==> src/rtl/seq_shift_unit.sv <==
// Sequential shift/rotate unit: captures an operand on start, moves it one bit
// per clock for amt steps, then pulses done with the result and last bit out.
module seq_shift_unit #(
    parameter int WIDTH = 8,
    parameter int AMT_W = 3
) (
    input  logic             clk_i,
    input  logic             rst_ni,
    input  logic             start_i,
    input  logic [WIDTH-1:0] din_i,
    input  logic [2:0]       mode_i,
    input  logic [AMT_W-1:0] amt_i,
    input  logic             serial_in_i,
    output logic             busy_o,
    output logic             done_o,
    output logic [WIDTH-1:0] dout_o,
    output logic             carry_out_o
);

    typedef enum logic [1:0] {
        S_IDLE,
        S_SHIFT,
        S_DONE
    } state_t;

    localparam logic [2:0] M_PASS = 3'b000;
    localparam logic [2:0] M_SHL  = 3'b001;
    localparam logic [2:0] M_SHR  = 3'b010;
    localparam logic [2:0] M_ROR  = 3'b011;
    localparam logic [2:0] M_ROL  = 3'b100;
    localparam logic [2:0] M_ASR  = 3'b101;
    localparam logic [2:0] M_SHLS = 3'b110;
    localparam logic [2:0] M_SHRS = 3'b111;

    state_t           state_q;
    logic [WIDTH-1:0] dout_q;
    logic             carry_q;
    logic             busy_q;
    logic             done_q;
    logic [2:0]       mode_q;
    logic [AMT_W-1:0] count_q;

    logic [WIDTH-1:0] shift_d;
    logic             carry_d;

    // One step of the captured operation applied to the current word.
    always_comb begin
        shift_d = dout_q;
        carry_d = carry_q;
        case (mode_q)
            M_SHL: begin
                shift_d = {dout_q[WIDTH-2:0], 1'b0};
                carry_d = dout_q[WIDTH-1];
            end
            M_SHR: begin
                shift_d = {1'b0, dout_q[WIDTH-1:1]};
                carry_d = dout_q[0];
            end
            M_ROR: begin
                shift_d = {dout_q[0], dout_q[WIDTH-1:1]};
                carry_d = dout_q[0];
            end
            M_ROL: begin
                shift_d = {dout_q[WIDTH-2:0], dout_q[WIDTH-1]};
                carry_d = dout_q[WIDTH-1];
            end
            M_ASR: begin
                shift_d = {dout_q[WIDTH-1], dout_q[WIDTH-1:1]};
                carry_d = dout_q[0];
            end
            M_SHLS: begin
                shift_d = {dout_q[WIDTH-2:0], serial_in_i};
                carry_d = dout_q[WIDTH-1];
            end
            M_SHRS: begin
                shift_d = {serial_in_i, dout_q[WIDTH-1:1]};
                carry_d = dout_q[0];
            end
            default: begin
                shift_d = dout_q;
                carry_d = carry_q;
            end
        endcase
    end

    always_ff @(posedge clk_i or negedge rst_ni) begin
        if (!rst_ni) begin
            state_q <= S_IDLE;
            dout_q  <= '0;
            carry_q <= 1'b0;
            busy_q  <= 1'b0;
            done_q  <= 1'b0;
            mode_q  <= M_PASS;
            count_q <= '0;
        end else begin
            case (state_q)
                S_IDLE: begin
                    done_q <= 1'b0;
                    if (start_i) begin
                        dout_q  <= din_i;
                        mode_q  <= mode_i;
                        count_q <= amt_i;
                        carry_q <= 1'b0;
                        busy_q  <= 1'b1;
                        if (amt_i == '0 || mode_i == M_PASS) begin
                            state_q <= S_DONE;
                            done_q  <= 1'b1;
                        end else begin
                            state_q <= S_SHIFT;
                        end
                    end
                end
                S_SHIFT: begin
                    dout_q  <= shift_d;
                    carry_q <= carry_d;
                    count_q <= count_q - 1'b1;
                    // Last step: done rises in the same cycle the final value lands.
                    if (count_q == AMT_W'(1)) begin
                        state_q <= S_DONE;
                        done_q  <= 1'b1;
                    end
                end
                S_DONE: begin
                    done_q  <= 1'b0;
                    busy_q  <= 1'b0;
                    state_q <= S_IDLE;
                end
                default: begin
                    done_q  <= 1'b0;
                    busy_q  <= 1'b0;
                    state_q <= S_IDLE;
                end
            endcase
        end
    end

    assign busy_o      = busy_q;
    assign done_o      = done_q;
    assign dout_o      = dout_q;
    assign carry_out_o = carry_q;

endmodule

==> config.mk <==
export PLATFORM = sky130hd
export DESIGN_NAME = seq_shift_unit
export DESIGN_NICKNAME = d
export VERILOG_FILES = /design/src/rtl/seq_shift_unit.sv
export SDC_FILE = /design/constraint.sdc
export NUM_CORES = 1
export LEC_CHECK = 0
export ABC_AREA = 0
export CAP_MARGIN = 10
export CORE_UTILIZATION = 51
export DETAILED_ROUTE_END_ITERATION = 8
export PLACE_DENSITY = 0.84
export SLEW_MARGIN = 10
export SYNTH_ARGS = -nofsm -noshare
export SYNTH_HDL_FRONTEND = slang
export SYNTH_SLANG_ARGS = --single-unit
==> constraint.sdc <==
create_clock -name clk_i -period 2.15 [get_ports clk_i]
set_input_delay 0.43 -clock clk_i [delete_from_list [all_inputs] [get_ports clk_i]]
set_output_delay 0.43 -clock clk_i [all_outputs]
set_load 0.005 [all_outputs]
After elaboration in Yosys (flattened, before gate mapping):

Index checks and enable logic that the tools add are counted.

* output and inout bits: 11
* input bits: 18
* bits in registers: 19
* logic and storage cells: 57

* bitwise gates (word level): 1
* $add $sub $neg: 1
* reductions and logical operators: 14
* equality and inequality tests: 15
* multiplexer cells: 18

Operator list (number)
* 8-bit one-hot mux with 7 select lines: 1
* 8-bit one-hot mux with 2 select lines: 1
* 3-bit equality test (second input constant): 4
* 8-bit two-way mux: 1
* 8-bit by 1-bit != test with 1-bit output (second input constant): 1
* 1-bit one-hot mux with 2 select lines: 4
* 2-bit AND reduction: 4
* 7-bit by 1-bit != test with 1-bit output (second input constant): 1
* 3-bit by 1-bit equality test with 1-bit output (second input constant): 2
* 3-bit by 2-bit equality test with 1-bit output (second input constant): 2
* 3-bit logical NOT: 2
* 2-bit two-way mux: 3
* 2-bit != test (second input constant): 3
* 3-bit one-hot mux with 2 select lines: 1
* 3-bit AND reduction: 2
* 1-bit two-way mux: 5
* 2-bit one-hot mux with 2 select lines: 1
* 4-bit AND reduction: 1
* 4-bit OR reduction: 1
* 3-bit two-way mux: 1
* 3-bit != test (second input constant): 1
* 3-bit OR reduction: 1
* 3-bit by 1-bit subtractor with 3-bit output (second input constant): 1
* 2-bit by 1-bit equality test with 1-bit output (second input constant): 1
* 4 further kinds: 4

Logic depth before layout (Yosys ltp):

Gate-level depths: netlist (run 1).

* depth in word-level cells: 5
* gate-level depth with buffers: 6
* gate-level depth less buffers: 5

Worst setup path before layout (run 1):

No wires, ideal clock.

* path kind: register -> register
* start: reg mode_q[1]
* end: reg dout_q[3] (netlist: dout_o[3])
* setup slack: 742 ps
* required time: 2032 ps
* buffers on the path: 2
* library setup time: 118 ps
* clock period less this slack: 1408 ps
* stages on the path, launching flop included: 7
* arrival time: 1290 ps
* cells stage by stage: dfrtp_1 -> buf_2 -> nor3_2 -> a211o_1 -> buf_2 -> a211oi_1 -> a21o_1

* word-level cells in the longest chain between the ends: 3
* elaborated cells between the ends (all ways): 11
* classes of those cells: eq/ne (8); mux (2); reduce/logical (1)

RTL lines
* from (decl): line 40 `logic [2:0] mode_q;`
* from (signal assigned): line 101 `mode_q <= mode_i;`
* 3-bit equality test (tied with other cells): line 50 `case (mode_q)`
* 8-bit one-hot mux with 7 select lines or 8-bit by 1-bit != test with 1-bit output (tied branches)
* 8-bit one-hot mux with 2 select lines or 3-bit AND reduction (tied branches)
* to (signal assigned): line 100 `dout_q <= din_i;`
* to (signal assigned): line 114 `dout_q <= shift_d;`
* to (decl): line 36 `logic [WIDTH-1:0] dout_q;`

Parallel ways exist; a longest one is shown, timed or not.
A chain may end at the register's enable or synchronous reset.

Worst setup path in the final report (run 1):

* start: in start_i
* end: reg dout_q[6] (netlist: dout_o[6])

* word-level cells in the longest chain between the ends: 2

RTL lines
* from (decl): line 9 `input logic start_i,`
* 2-bit != test (no source line)
* 3-bit AND reduction (no source line)

No other way between the ends.

==> flow_metrics.env, run 1 <==
export IMPL_core_sq_um=1980
export IMPL_cts_tree="done"
export IMPL_cp_required_ns=2.40
export IMPL_ant_nets=0
export IMPL_ys_ff_latch=19
export IMPL_report_final_slew_viol_count=0
export IMPL_final_util=0.708
export IMPL_placed_cells=159
export IMPL_synthCells=109
export IMPL_syn_area_per_cell_sq_um=9.99
export IMPL_seq_area_frac_synth=0.437
export IMPL_layout_nets=157
export IMPL_finalSetupTns_ns=0
export IMPL_post_cts_resized=0
export IMPL_grt_overflow_total=0
export IMPL_multiInputGateArea_sq_um=554
export IMPL_root_buffer="clkbuf_4"
export IMPL_min_period_over_period=0.805
export IMPL_clkLatencyLatePin_ns=0.30
export IMPL_clockBufferDepth=2
export IMPL_cp_arrival_ns=1.98
export IMPL_finalPower_w=0.00213
export IMPL_port_buffers=28
export IMPL_io_pins=29
export IMPL_cts_sinks=19
export IMPL_layout_drive_gt1_share=0.0882
export IMPL_criticalPathCategory="primary input to flop"
export IMPL_dieArea_sq_um=2320
export IMPL_end_kind="flop"
export IMPL_grt_pass1_wl_mm=3.46
export IMPL_hold_buffers=0
export IMPL_setup_violations=0
export IMPL_skew_ns=0.00336
export IMPL_yosysWarnings=0
export IMPL_grt_usage=0.215
export IMPL_worstPathMaxFanout=15
export IMPL_antenna_found_initial=0
export IMPL_maxCapViolations=0
export IMPL_vias=917
export IMPL_worstMarginPinSlew_ns=0.494
export IMPL_drc=0
export IMPL_fillerInstances=156
export IMPL_diodes=0
export IMPL_gp_congestion=0.790
export IMPL_whs_ns=0.442
export IMPL_syn_area_sq_um=1090
export IMPL_period_minus_slack_ns=1.73
export IMPL_routedWlPerCell_microns=13.9
export IMPL_first_iter_violations=14
export IMPL_worst_slew_margin_rel=0.671
export IMPL_start_util=0.549
export IMPL_hp_class="primary input to async pin"
export IMPL_area_delta_synth_final_pct=29.0
export IMPL_row_count=16
export IMPL_drt_first_pass_iters=4
export IMPL_hold_violations=0
export IMPL_viasPerCell=5.63
export IMPL_regArea_sq_um=475
export IMPL_syn_nets=129
export IMPL_clk_pin_slew_ns=0.11
export IMPL_final_instance_count_excl_fill=163
export IMPL_synthDistinctLibCells=32
export IMPL_grt_max_degree=20
export IMPL_cts_buffers=3
export IMPL_dpl_hpwl_mm=1.62
export IMPL_grt_pass1_vias=768
export IMPL_cp_start_kind="primary input"
export IMPL_power_per_cell_area_nw_per_um2=1520
export IMPL_leakagePower_nw=0.622
export IMPL_vdd_ir_drop_worst_uv=941
export IMPL_fmax_ghz=0.577
export IMPL_die_y_microns=48.2
export IMPL_wl_mm=2.26
export IMPL_fp_dieW_microns=48.2
export IMPL_htree_levels=1
export IMPL_outcome="completed"
export IMPL_rsz0062_at_grt="false"
export IMPL_postCtsSetupRepairBufs=0
routing by layer:
layer	share of wire	global-route usage
met5	0	0
met4	0.0088	0.0500
met3	0.031	0.0444
met2	0.46	0.312
met1	0.49	0.329
flip-flops by register name (all words and copies together), names as in the netlist:
signal	cells
mode_q	3
count_q	3
state_q	2
carry_out_o	1
busy_o	1
done_o	1
dout_o	8
power by group:
| part | switching [W] | leakage, nW | internal [W] | total (W) |
|---|---|---|---|---|
| Sequential | 0.000243 | 0.227 | 0.000537 | 0.000780 |
| Clock | 0.000112 | 0.0150 | 0.0000724 | 0.000184 |
| Combinational | 0.000509 | 0.379 | 0.000658 | 0.00117 |
| Total | 0.000864 | 0.622 | 0.00127 | 0.00213 |
critical path: stages:
cell	delay, ns
clkdlybuf4s50_1	0.54
nor2_1	0.08
a211o_1	0.48
a211oi_1	0.34
a21o_1	0.12
metrics by stage:
stage / setup WS, ns / cell area, sq um
floorplan: 0.742 / 1090
global placement: 0.227 / 1380
detailed placement: 0.162 / 1380
CTS: 0.437 / 1400
global route: 0.337 / 1400
finish: 0.418 / 1400
synthesized netlist by cell type:
library cell,number,area share
a211oi_1,7,0.048
clkbuf_2,1,0.0046
o22ai_1,2,0.011
mux2i_1,7,0.064
clkbuf_1,1,0.0034
nor2b_1,1,0.0058
mux2i_4,1,0.021
nand2_1,4,0.014
a21o_1,6,0.041
inv_1,5,0.017
xor2_1,1,0.0080
o21a_1,1,0.0069
a21oi_1,4,0.018
o21ai_0,2,0.0092
a211o_1,1,0.0080
ha_1,2,0.023
and2b_1,1,0.0069
nand3_1,2,0.0092
buf_6,1,0.010
nand2b_1,2,0.011
a32oi_1,1,0.0080
nor2_1,15,0.052
o31ai_1,4,0.028
mux2_2,5,0.052
a31oi_1,3,0.017
buf_2,4,0.018
o31a_1,1,0.0080
or3_1,1,0.0058
dfrtp_1,19,0.44
nor3_2,1,0.0092
nand3b_1,1,0.0069
o22a_1,2,0.016
layout make-up:
type	instances	share of cell area
well taps	27	0.0241
clock buffers	4	0.0187
multi-input cells	78	0.395
flip-flops and latches	19	0.339
repair buffers	30	0.210
inverters	5	0.0134
path summary, 6_finish.rpt:
kind,startpoint,to,slack [ns],cells after the start
worst max-delay path,start_i,dout_o[6],0.42,5
worst min-delay path,rst_ni,done_o,0.44,2
worst max register to register,mode_q[2],dout_o[6],0.46,4
worst min register to register,carry_out_o,carry_out_o,0.51,2
max in group asynchronous,rst_ni,carry_out_o,1.51,2
min in group clk_i,carry_out_o,carry_out_o,0.51,2
cell usage in the layout, fill, tap and decap left out, drive strengths merged, types with 2 or more instances in the layout:
cell / synthesis / final
o22ai: 2 / 2
o22a: 2 / 2
a31oi: 3 / 3
buf: 5 / 2
a21o: 6 / 6
nand2b: 2 / 2
o31ai: 4 / 4
nor2: 15 / 15
ha: 2 / 2
o21ai: 2 / 2
nand2: 4 / 4
inv: 5 / 5
mux2i: 8 / 8
clkdlybuf4s50: 0 / 28
clkbuf: 2 / 4
mux2: 5 / 5
nand3: 2 / 2
dfrtp: 19 / 19
a211oi: 7 / 7
a21oi: 4 / 4
cell families after synthesis:
family,Yosys count,synth area share
buf+inv,12,0.0540
fa+ha+maj,2,0.0230
simple gates,28,0.121
flops,19,0.437
mux,13,0.137
xor+xnor,1,0.00805
compound gates,34,0.221
Note: power is estimated with default switching activity, not from simulation.
==> run 2, diff against run 1 <==
--- a/config.mk
+++ b/config.mk
@@ -7,9 +7,9 @@
 export LEC_CHECK = 0
 export ABC_AREA = 0
 export CAP_MARGIN = 10
-export CORE_UTILIZATION = 51
+export CORE_UTILIZATION = 47
 export DETAILED_ROUTE_END_ITERATION = 8
-export PLACE_DENSITY = 0.84
+export PLACE_DENSITY = 0.78
 export SLEW_MARGIN = 10
 export SYNTH_ARGS = -nofsm -noshare
 export SYNTH_HDL_FRONTEND = slang
==> constraint.sdc (replaced) <==
create_clock -name clk_i -period 1.7 [get_ports clk_i]
set_input_delay 0.34 -clock clk_i [delete_from_list [all_inputs] [get_ports clk_i]]
set_output_delay 0.34 -clock clk_i [all_outputs]
set_load 0.005 [all_outputs]
==> run 2 against run 1 <==
Effect of this change:
- sequential cell count did not move
- largest cell class unchanged
- clock power rose by 29%
- critical endpoint is now dout_o[0]
- first-iteration DRC count decreased by 7.1%
==> flow_metrics.env, run 2 (synthesized netlist as in run 1, its figures left out) <==
export IMPL_root_buffer="clkbuf_4"
export IMPL_core_sq_um=2190
export IMPL_cts_buffers=3
export IMPL_worstPathMaxFanout=5
export IMPL_critPathMaxStageDelay_ns=0.53
export IMPL_start_util=0.497
export IMPL_grt_use_met3=0.0309
export IMPL_clkLatencyLatePin_ns=0.30
export IMPL_report_final_slew_viol_count=0
export IMPL_drt_first_pass_iters=4
export IMPL_cp_arrival_ns=1.28
export IMPL_clockBufferDepth=2
export IMPL_worst_slew_margin_rel=0.704
export IMPL_hold_violations=0
export IMPL_cts_sinks=19
export IMPL_finalPower_w=0.00277
export IMPL_outcome="completed"
export IMPL_fp_dieW_microns=50.1
export IMPL_die_y_microns=50.1
export IMPL_antenna_found_initial=0
export IMPL_min_period_over_period=0.952
export IMPL_worstMarginPinSlew_ns=0.445
export IMPL_gp_congestion=0.803
export IMPL_layout_commonest_cell="clkdlybuf4s50_1"
export IMPL_criticalPathCategory="flop to output port"
export IMPL_diodes=0
export IMPL_row_count=17
export IMPL_final_cell_mix="clkdlybuf4s50_1 (28), dfrtp_1 (18), nor2_1 (15), buf_4 (8)"
export IMPL_largest_register_ffs=8
export IMPL_final_instance_count_excl_fill=170
export IMPL_first_iter_violations=13
export IMPL_area_delta_synth_final_pct=33.3
export IMPL_maxCapViolations=0
export IMPL_skew_ns=0.00374
export IMPL_dpl_hpwl_mm=1.76
export IMPL_placed_cells=166
export IMPL_rsz0062_at_grt="false"
export IMPL_grt_pass1_wl_mm=4.09
export IMPL_cts_tree="done"
export IMPL_final_util=0.662
export IMPL_busiest_layer="met2"
export IMPL_period_minus_slack_ns=1.62
export IMPL_fmax_ghz=0.618
export IMPL_grt_pass1_vias=950
export IMPL_port_buffers=28
export IMPL_vias=917
export IMPL_vdd_ir_drop_worst_uv=1060
export IMPL_clk_pin_slew_ns=0.11
export IMPL_end_kind="output port"
export IMPL_path_delay_family="buffers and inverters"
export IMPL_path_buf_inv=1
export IMPL_grt_use_met2=0.371
export IMPL_wl_mm=2.32
export IMPL_dieArea_sq_um=2510
export IMPL_drc=0
export IMPL_power_per_cell_area_nw_per_um2=1910
export IMPL_ant_nets=0
export IMPL_final_area_sq_um=1450
export IMPL_crit_slowest_cell="clkdlybuf4s50_1"
export IMPL_setup_violations=0
export IMPL_r2r_slack_ns=0.15
export IMPL_layout_drive_gt1_share=0.134
export IMPL_htree_levels=1
export IMPL_io_pins=29
export IMPL_place_area_sq_um=1420
export IMPL_grt_use_met1=0.266
export IMPL_finalSetupTns_ns=0
export IMPL_grt_usage=0.220
export IMPL_routedWlPerCell_microns=13.6
export IMPL_viasPerCell=5.39
export IMPL_postCtsSetupRepairBufs=0
export IMPL_leakagePower_nw=0.650
export IMPL_layout_nets=163
export IMPL_hp_class="primary input to async pin"
export IMPL_path_cells="clkdlybuf4s50_1"
export IMPL_cp_start_kind="flop"
export IMPL_grt_overflow_total=0
export IMPL_grt_max_degree=20
export IMPL_cp_required_ns=1.36
run 2: final cells by class:
| type | count | area [sq um] |
|---|---|---|
| inverter | 5 | 18.8 |
| multi-input combinational | 78 | 554 |
| sequential | 19 | 477 |
| clock buffer | 4 | 26.3 |
| fill | 162 | 739 |
| tap | 28 | 35.0 |
| timing repair buffer | 36 | 340 |
run 2: final timing paths:
kind,start,endpoint,depth (start not counted)
max,dout_o[0],dout_o[0],1
min,rst_ni,carry_out_o,2
max reg2reg,mode_q[1],dout_o[3],4
min reg2reg,carry_out_o,carry_out_o,2
max in group asynchronous,rst_ni,mode_q[2],2
min in group clk_i,carry_out_o,carry_out_o,2
run 2: what timing repair did:
action | 4_1_cts | 5_1_grt
hold buffers | 0 | 0
gates resized for setup | 0 | 1
endpoints found under the setup margin | 0 | 1
run 2: metrics by stage:
| stage | setup WS, ns | hold slack [ns] |
|---|---|---|
| after floorplan | 0.292 | 0.0444 |
| after global placement | -0.0617 | 0.467 |
| after detailed placement | -0.0941 | 0.478 |
| after CTS | 0.0753 | 0.357 |
| after global routing | 0.0118 | 0.375 |
| final | 0.0824 | 0.352 |
run 2: layer usage:
layer | vias up | routed length (microns) | part of all wire
met4 | 0 | 44 | 0.019
met3 | 5 | 55 | 0.024
met5 | - | 0 | 0
met1 | 438 | 1080 | 0.46
li1 | 462 | - | -
met2 | 12 | 1140 | 0.49
run 2: power by group:
group,internal [W],switching (W)
logic,0.000898,0.000674
registers,0.000682,0.000279
clock network,0.0000916,0.000146
total,0.00167,0.00110
==> run 3, diff against run 2 <==
--- a/config.mk
+++ b/config.mk
@@ -8,6 +8,7 @@
 export ABC_AREA = 0
 export CAP_MARGIN = 10
 export CORE_UTILIZATION = 47
+export CTS_CLUSTER_SIZE = 12
 export DETAILED_ROUTE_END_ITERATION = 8
 export PLACE_DENSITY = 0.78
 export SLEW_MARGIN = 10
==> results of run 3 <==
No change in the layout: final DEF, timing and power equal those of run 2.
